<file path="config.mk">
export PLATFORM = sky130hd
export DESIGN_NAME = dcache_ctrl
export DESIGN_NICKNAME = d
export VERILOG_FILES = /design/src/rtl/dcache_ctrl.sv
export SDC_FILE = /design/constraint.sdc
export NUM_CORES = 1
export LEC_CHECK = 0
export CAP_MARGIN = 20
export CORE_MARGIN = 2
export CORE_UTILIZATION = 57
export DETAILED_ROUTE_END_ITERATION = 8
export PLACE_DENSITY = 0.85
export SETUP_SLACK_MARGIN = 0.15
export SLEW_MARGIN = 5
export SYNTH_ARGS = -nofsm -noshare
export SYNTH_HDL_FRONTEND = slang
export SYNTH_SLANG_ARGS = --single-unit
</file>
<file path="constraint.sdc">
create_clock -name CLK -period 3.7 [get_ports CLK]
set_input_delay 0.37 -clock CLK [delete_from_list [all_inputs] [get_ports CLK]]
set_output_delay 0.37 -clock CLK [all_outputs]
set_load 0.05 [all_outputs]
</file>
<file path="src/rtl/dcache_ctrl.sv">
// Direct-mapped, write-back, write-allocate byte cache: 8 lines x 4 bytes,
// with a four-state miss FSM talking to a 32-bit-block data memory.
module dcache_ctrl #(
    parameter int LINES = 8,
    parameter int TAG_W = 3
) (
    input  logic        CLK,
    input  logic        RESET,
    input  logic        read,
    input  logic        write,
    input  logic [7:0]  address,
    input  logic [7:0]  writedata,
    output logic [7:0]  readdata,
    output logic        busywait,
    output logic        mem_read,
    output logic        mem_write,
    output logic [5:0]  mem_address,
    output logic [31:0] mem_writedata,
    input  logic [31:0] mem_readdata,
    input  logic        mem_busywait
);

    localparam logic [1:0] IDLE      = 2'd0;
    localparam logic [1:0] WRITEBACK = 2'd1;
    localparam logic [1:0] FETCH     = 2'd2;
    localparam logic [1:0] UPDATE    = 2'd3;

    logic [1:0]       state_q, state_d;
    logic [LINES-1:0] valid_q;
    logic [LINES-1:0] dirty_q;
    logic [TAG_W-1:0] tag_q  [LINES];
    logic [31:0]      data_q [LINES];

    logic [TAG_W-1:0] req_tag;
    logic [2:0]       idx;
    logic [1:0]       off;
    logic             hit;
    logic             req;
    logic             wr_hit;

    assign req_tag = address[7:5];
    assign idx     = address[4:2];
    assign off     = address[1:0];
    assign hit     = valid_q[idx] && (tag_q[idx] == req_tag);
    assign req     = read || write;
    // write wins when both strobes are high
    assign wr_hit  = (state_q == IDLE) && write && hit;

    // gated by hit so the port reads zero while nothing is cached
    assign readdata = hit ? data_q[idx][{off, 3'b000} +: 8] : 8'h00;

    always_comb begin
        state_d       = state_q;
        busywait      = 1'b0;
        mem_read      = 1'b0;
        mem_write     = 1'b0;
        mem_address   = address[7:2];
        mem_writedata = 32'h0;
        case (state_q)
            IDLE: begin
                if (req && !hit) begin
                    busywait = 1'b1;
                    state_d  = (valid_q[idx] && dirty_q[idx]) ? WRITEBACK : FETCH;
                end
            end
            WRITEBACK: begin
                busywait      = 1'b1;
                mem_write     = 1'b1;
                mem_address   = {tag_q[idx], idx};
                mem_writedata = data_q[idx];
                if (!mem_busywait) state_d = FETCH;
            end
            FETCH: begin
                busywait = 1'b1;
                mem_read = 1'b1;
                if (!mem_busywait) state_d = UPDATE;
            end
            default: begin
                busywait = 1'b1;
                state_d  = IDLE;
            end
        endcase
    end

    always_ff @(posedge CLK) begin
        if (RESET) begin
            state_q <= IDLE;
            valid_q <= '0;
            dirty_q <= '0;
        end else begin
            state_q <= state_d;
            if (state_q == UPDATE) begin
                valid_q[idx] <= 1'b1;
                dirty_q[idx] <= 1'b0;
            end else if (wr_hit) begin
                dirty_q[idx] <= 1'b1;
            end
        end
    end

    // payload arrays carry no reset; valid bits guard them
    always_ff @(posedge CLK) begin
        if (state_q == UPDATE) begin
            tag_q[idx]  <= req_tag;
            data_q[idx] <= mem_readdata;
        end else if (wr_hit && !RESET) begin
            data_q[idx][{off, 3'b000} +: 8] <= writedata;
        end
    end

endmodule
</file>
* Yosys cells after proc, flatten, opt, wreduce, memory -nomap -nowiden
Memories as Yosys holds them, arrays and structs flattened.
Index checks and enable logic that the tools add are counted.
** Word-level totals
- Register bits :: 18
- Bits in latches :: 0
- Memory bits (writable) :: 280
- Bits in read-only memories :: 0
- Bits of input ports :: 53
- Output and inout port bits :: 49
- Logic and storage cells :: 124
- Memories kept :: 2
** Operators by class
- Add/sub/neg operators :: 1
- Multiply operators :: 0
- Divide/modulo/power cells :: 0
- $lt $le $gt $ge :: 2
- Equal/unequal tests :: 7
- Shift-type cells :: 3
- Muxes and demuxes :: 57
- Bitwise gates (word level) :: 36
- Reduce and logical (&&, ||, !) cells :: 13
** Memories
- data_q :: words 8, bits a word 32, read ports 1, clocked after Yosys merged registers in 0, write ports 1, RTL line 32 : logic [31:0] data_q [LINES];
- tag_q :: words 8, bits a word 3, read ports 1, clocked after Yosys merged registers in 0, write ports 1, RTL line 31 : logic [TAG_W-1:0] tag_q [LINES];
** Operators by type and width (count)
- $mux W32 :: 2
- $mux W1 :: 43
- $or A1 B1 Y1 :: 32
- $shift A8 B7 Y32 const A :: 1
- $shiftx A32 B6 Y8 :: 1
- $shiftx A8 B7 Y32 :: 1
- $mux W8 :: 3
- $or A8 B8 Y8 :: 2
- $and A8 B8 Y8 :: 1
- $mux W2 :: 4
- $not A8 Y8 :: 1
- $logic_and A1 B1 Y1 :: 7
- $neg A5 Y7 :: 1
- $bmux W1 S3 :: 2
- $mux W6 :: 1
- $pmux W2 S3 :: 1
- $eq A2 B2 Y1 const B :: 2
- $lt A3 B4 Y1 const B :: 1
- $ne A2 B2 Y1 const B :: 2
- $demux W1 S3 :: 1
- $eq A3 B3 Y1 :: 1
- $ge A3 B1 Y1 const B :: 1
- $reduce_and A3 Y1 :: 1
- $eq A2 B1 Y1 const B :: 1
- other kinds (5) :: 6

* Longest topological paths before layout
Gate-level depths: netlist of run 1.
- Depth in word-level cells :: 9
- Depth in mapped cells :: 11

* Worst setup path before layout of run 1
No wires, ideal clock.
- Path type :: input to output
- Start point :: input port address[3]
- End point :: output port readdata[6]
- Data arrival time :: 2.850 ns
- Data required time :: 3.330 ns
- Path slack :: 0.480 ns
- Cell stages on the path :: 10
- Cells stage by stage :: buf_6 > buf_2 > buf_2 > buf_2 > clkbuf_1 > nand2_1 > o22ai_1 > nor2_1 > mux4_2 > nor2_1
** On the way
- Longest elaborated chain between the ends :: 4
- Elaborated cells on any way between the ends :: 8
- Classes of those cells :: eq/ne: 1; shift: 1; mux: 3; reduce/logical: 1; memory: 2
** RTL lines
- start: declaration :: RTL line 11 : input logic [7:0] address,
- branches (longest 3 deep; another with $mem_v2 Z8 W32)
- $mux W8 * :: RTL line 50 : assign readdata = hit ? data_q[idx][{off, 3'b000} +: 8] : 8'h00;
- end: declaration :: RTL line 13 : output logic [7:0] readdata,
Mark *: on every way between the ends. The select of a mux whose other input is x is not followed.

* Worst setup path after layout of run 1
- Start point :: input port address[2]
- End point :: output port readdata[2]
Same word-level chain as after synthesis.

==> results_dict.tcl, run 1 <==
set metrics [dict create \
    worstPathRequired_ns 3.33 \
    hold_start "valid_q[0]" \
    rsz0062_at_grt "no" \
    ff2ff_setup_slack_ns 0.34 \
    grt_pass1_vias 9108 \
    syn_to_final_growth_pct 22.4 \
    finalMaxSlewViolations 0 \
    yosysTopAreaCell "edfxtp_1" \
    antenna_cells 0 \
    vias_per_cell 6.67 \
    maxCapViolations 0 \
    firstDrtPassIters 5 \
    max-clock-path-buffers 3 \
    critPathArrivalTime_ns 3.02 \
    die-area_um2 24500 \
    p_per_area_nw_per_um2 492 \
    yosys_register_bits 298 \
    cts_buffers 30 \
    synth_warnings 0 \
    switchingPower_mw 2.04 \
    io_buffers 101 \
    reg2regPathDepth 6 \
    p_seq_frac 0.471 \
    synth_seq_area_share 0.661 \
    synth.distinct_cells 54 \
    synth_edf_count 280 \
    fp-row-count 55 \
    fill_cells 1384 \
    hold_ws_ns 0.467 \
    synthArstFlopShare 0 \
    tns_ns 0 \
    cp_max_fo 24 \
    cts.htree.levels 1 \
    synthTopCellsByArea "edfxtp_1, mux4_2, mux2i_1" \
    cts.clk_slew.worst_paths_ns 0.06 \
    switching_share 0.255 \
    dr.max_layer_used "met5" \
    syn_nets 944 \
    power_frac_clock 0.372 \
    clock-sinks 298 \
    drt-initial-drc-count 1121 \
    crit_path_end_kind "output pin" \
    hold_viol_final 0 \
    cellLeakagePower_nw 5.67 \
    fin_crit_ns 3.39 \
    drive_gt1_frac 0.223 \
    grtUsageTotal 0.318 \
    hold_buffers 0 \
    ant_nets 0 \
    syn-cell-area_um2 13300 \
    fp.dieH_um 157 \
    die_w_um 157 \
    max_slew.worst_pin.slew_ns 0.974 \
    cts_root_buf "clkbuf_16" \
    max_slew_margin 0.346 \
    post_cts_buffers 0 \
    r2r-start "tag_q[7][2]" \
    path_class "in -> out" \
    synthFlopType "edfxtp_1" \
    seqCellArea_um2 8770 \
    dr_wl_met2_um 17800 \
    final_nets 1112 \
    setup_viol 0 \
    tritoncts "done" \
    synth.avg_cell_area_um2 15.0 \
    pwr-share-comb 0.156 \
    outcome "finished clean" \
    finalCritPeriodShare 0.918 \
    coreArea_um2 22700 \
    initial_core_util 0.584 \
    min_to "valid_q[0]" \
    yosysMostFrequentCell "edfxtp_1" \
    grt-ovfl-total 0 \
    cp-start-kind "primary input" \
    p_int_mw 5.95 \
    max_freq_mhz 295 \
    grt_antenna_before_repair 1 \
    synthTopCellsByCount "edfxtp_1, mux2i_1, nand2_1, nor2_1, inv_1" \
    wl_per_cell_um 28.2 \
    drc 0 \
    gp_congestion 0.988 \
    reg2reg_to "data_q[0][3]" \
    layoutNonFillerInstCount 1356 \
    multi_input_area_um2 4020 \
    insertion_delay_ns 0.56 \
    met3WireLength_um 4990 \
    vias 9045 \
    netlist_instances 881 \
    dp_hpwl_um 25900 \
    synth_top_area_share 0.634 \
    vdd_drop_max_mv 0.432 \
    grt_max_degree 49 \
    grt_pass1_wl_um 56200 \
    hp-class "reg -> reg" \
    finClkSkew_ns 0.0137 \
    dp_cells 1302 \
    min_path_cells 2 \
    wl_met1_um 13300 \
    pin_count 102 \
    drt-total-wl_um 38300 \
]
==> worst max path at each step <==
stage / slack [ns] / end / cells after the start / startpoint
after global routing: 0.18 / readdata[3] / 10 / address[2]
after global placement: 0.30 / data_q[0][21] / 8 / address[4]
final: 0.31 / readdata[2] / 8 / address[2]
after detailed placement: 0.09 / data_q[6][3] / 8 / address[4]
after floorplan: 0.48 / readdata[6] / 10 / address[3]
after CTS: 0.21 / readdata[0] / 11 / address[2]
==> cell usage in the layout (no fill, tap or decap), drive strengths merged, types with 8 or more instances in the layout <==
cell,count
o22a,10
a221oi,35
o31ai,32
a22oi,23
o22ai,10
clkbuf,41
clkdlybuf4s50,66
nand2,53
mux2i,68
edfxtp,280
clkinv,9
inv,50
nor3,8
ha,10
dfxtp,18
buf,127
nor2b,36
mux2,26
nand2b,13
nor2,51
mux4,31
==> layer usage <==
layer / vias to the layer above / global-route usage
met5: - / 0
met4: 2 / 0.154
met3: 160 / 0.0806
met2: 668 / 0.504
met1: 4448 / 0.413
li1: 3767 / -
==> area by class of cell <==
type | count | share of cell area
clock buffers | 41 | 0.0501
clock inverters | 13 | 0.00856
inverters | 49 | 0.0113
multi-input cells | 477 | 0.247
flip-flops and latches | 298 | 0.540
well taps | 285 | 0.0220
repair buffers | 193 | 0.121
==> power groups by stage <==
stage	Clock, mW	Sequential (mW)	Combinational [mW]
after floorplan	0	3.83	0.709
after global placement	0	3.83	1.20
after detailed placement	0	3.83	1.22
after CTS	2.97	3.76	1.23
after global routing	3.09	3.77	1.30
final	2.97	3.76	1.25
==> flip-flops by register name, summed over array words and instances, names as in the netlist, named ones only <==
register	flops
data_q	256
state_q	2
tag_q	24
valid_q	8
==> logic make-up (layout without fill, tap and decap cells) <==
| kind of cell | after synthesis | count (layout) | synth area share |
|---|---|---|---|
| adder cells (fa/ha/maj) | 10 | 10 | 0.00944 |
| AND/OR/NAND/NOR | 195 | 195 | 0.0797 |
| AO/OA/AOI/OAI | 147 | 147 | 0.0872 |
| multiplexers | 125 | 125 | 0.126 |
| buffers and inverters | 106 | 296 | 0.0362 |
| flip-flops | 298 | 298 | 0.661 |
==> through the flow <==
stage,instance area [µm²],util,setup WS (ns),power [mW]
3_5_place_dp,15300,0.673,0.0919,5.05
2_1_floorplan,13300,-,0.480,4.53
5_1_grt,16200,0.715,0.175,8.15
3_3_place_gp,15300,0.673,0.299,5.03
6_report,16200,0.715,0.305,7.98
4_1_cts,16200,0.715,0.209,7.96
==> worst max-delay path, cell delays in order <==
cell and delay, ns:
buf_2 0.23, buf_4 0.28, buf_4 0.39, mux4_2 0.55, a221o_1 0.37, mux4_2 0.48
nor2b_1 0.18, buf_12 0.15
==> what timing repair did <==
action,CTS,global route
setup endpoints to repair,0,1
resized for setup,0,1
hold endpoints to repair,0,0
Power figures use the tool's default switching activity.
==> run 2: changes to the inputs <==
--- a/config.mk
+++ b/config.mk
@@ -6,10 +6,12 @@
 export NUM_CORES = 1
 export LEC_CHECK = 0
 export CAP_MARGIN = 20
+export CELL_PAD_IN_SITES_DETAIL_PLACEMENT = 0
+export CELL_PAD_IN_SITES_GLOBAL_PLACEMENT = 1
 export CORE_MARGIN = 2
-export CORE_UTILIZATION = 57
+export CORE_UTILIZATION = 53
 export DETAILED_ROUTE_END_ITERATION = 8
-export PLACE_DENSITY = 0.85
+export PLACE_DENSITY = 0.92
 export SETUP_SLACK_MARGIN = 0.15
 export SLEW_MARGIN = 5
 export SYNTH_ARGS = -nofsm -noshare
==> constraint.sdc (replaced) <==
create_clock -name CLK -period 4.1 [get_ports CLK]
set_input_delay 0.41 -clock CLK [delete_from_list [all_inputs] [get_ports CLK]]
set_output_delay 0.41 -clock CLK [all_outputs]
set_load 0.05 [all_outputs]
==> results_dict.tcl, run 2 (synthesis results as in run 1) <==
set metrics [dict create \
    dpl_cell_area_um2 15000 \
    finClkSkew_ns 0.0104 \
    tritoncts "done" \
    max-clock-path-buffers 3 \
    insertion_delay_ns 0.55 \
    grtUsageTotal 0.289 \
    dp_cells 1330 \
    finalMaxSlewViolations 0 \
    top_regs "data_q x256, tag_q x24, valid_q x8" \
    pin_count 102 \
    grt-ovfl-total 0 \
    switchingPower_mw 1.83 \
    die_w_um 162 \
    fin_crit_ns 3.70 \
    final_common_cell "edfxtp_1" \
    drc 0 \
    fill_cells 1679 \
    finalInstanceArea_um2 16100 \
    pwr-share-comb 0.141 \
    drive_gt1_frac 0.212 \
    worstPathRequired_ns 3.69 \
    power_frac_clock 0.401 \
    fp.dieH_um 162 \
    pre_cts_ws_ns 0.416 \
    io_buffers 101 \
    grt_pass1_wl_um 55000 \
    crit_path_end_kind "output pin" \
    setup_viol 0 \
    cts.clk_slew.worst_paths_ns 0.06 \
    tns_ns 0 \
    cts_buffers 29 \
    finalCritPeriodShare 0.903 \
    p_seq_frac 0.457 \
    syn_to_final_growth_pct 21.6 \
    top_register "data_q" \
    p_int_mw 5.60 \
    rsz0062_at_grt "no" \
    max_slew_margin 0.272 \
    grt_pass1_vias 8753 \
    most-common-layout-cells "edfxtp_1, buf_4, clkdlybuf4s50_1" \
    path_class "in -> out" \
    post_cts_buffers 0 \
    vdd_drop_max_mv 0.346 \
    dp_hpwl_um 26000 \
    clock-sinks 298 \
    final_nets 1100 \
    initial_core_util 0.542 \
    switching_share 0.246 \
    layoutNonFillerInstCount 1386 \
    hold_ws_ns 0.468 \
    drt-total-wl_um 37600 \
    cellLeakagePower_nw 5.59 \
    cts.htree.levels 1 \
    firstDrtPassIters 5 \
    grt_max_degree 43 \
    wl_per_cell_um 27.2 \
    cp_max_fo 20 \
    largest_register_ffs 256 \
    post_cts_resized 0 \
    die-area_um2 26300 \
    fp-row-count 57 \
    outcome "finished clean" \
    coreArea_um2 24500 \
    grt_antenna_before_repair 2 \
    maxCapViolations 0 \
    cts_root_buf "clkbuf_16" \
    vias_per_cell 6.26 \
    critPathArrivalTime_ns 3.29 \
    max_slew.worst_pin.slew_ns 1.08 \
    hp-class "reg -> reg" \
    hold_viol_final 0 \
    max_freq_mhz 270 \
    hold_buffers 0 \
    gp_congestion 0.946 \
    drt-initial-drc-count 1121 \
    cp-start-kind "primary input" \
    vias 8683 \
    p_per_area_nw_per_um2 461 \
    setup_ws_ns 0.397 \
    ant_nets 0 \
]
-- run 2: cell count changes in the layout (fill, tap and decap cells not counted), sizes merged --
| cell | before | now |
|---|---|---|
| bufinv | 3 | 9 |
| diode | 0 | 2 |
| buf | 127 | 104 |
| clkbuf | 41 | 31 |
| clkinvlp | 0 | 1 |
| clkinv | 9 | 12 |
| clkdlybuf4s50 | 66 | 78 |
-- run 2: layer usage --
metal,share of wire,GRT usage
met4,0.037,0.115
met5,0.00035,0
met3,0.13,0.0794
met1,0.37,0.385
met2,0.47,0.455
-- run 2: critical path, cell delays in order --
cell and delay [ns]:
buf_2 0.32, buf_4 0.38, nor2b_1 0.66, a22oi_1 0.14
o22ai_1 0.19, a221oi_1 0.07, buf_4 0.18, nor2b_1 0.12
clkdlybuf4s50_1 0.81
-- run 2: layout make-up --
type / count / area (µm²) / share of cell area
Sequential cell: 298 / 8770 / 0.544
Multi-Input combinational cell: 477 / 4010 / 0.249
Timing Repair Buffer: 182 / 1670 / 0.103
Clock buffer: 31 / 733 / 0.0455
Tap cell: 324 / 405 / 0.0252
Clock inverter: 23 / 345 / 0.0214
Inverter: 49 / 184 / 0.0114
Antenna cell: 2 / 5.00 / 0.000311
-- run 2: stage by stage --
step,power (mW),util
after floorplan,4.09,-
after global placement,4.47,0.615
after detailed placement,4.48,0.615
after CTS,7.43,0.659
after global routing,7.60,0.659
final,7.42,0.659
-- run 2: worst paths after layout --
path                     from                 to  slack (ns)  depth (start not counted)
setup / recovery   address[2]  mem_writedata[24]        0.40                          9
hold / removal       register           register        0.47                          2
setup reg to reg  tag_q[1][2]      data_q[5][30]        1.02                          8
hold reg to reg      register           register        0.47                          2
-- run 2: power groups by stage --
| stage | clock [mW] | combinational [mW] | sequential (mW) |
|---|---|---|---|
| 2_1_floorplan | 0 | 0.639 | 3.45 |
| 3_3_place_gp | 0 | 1.02 | 3.46 |
| 3_5_place_dp | 0 | 1.03 | 3.46 |
| 4_1_cts | 2.99 | 1.04 | 3.40 |
| 5_1_grt | 3.10 | 1.10 | 3.40 |
| 6_report | 2.98 | 1.05 | 3.40 |
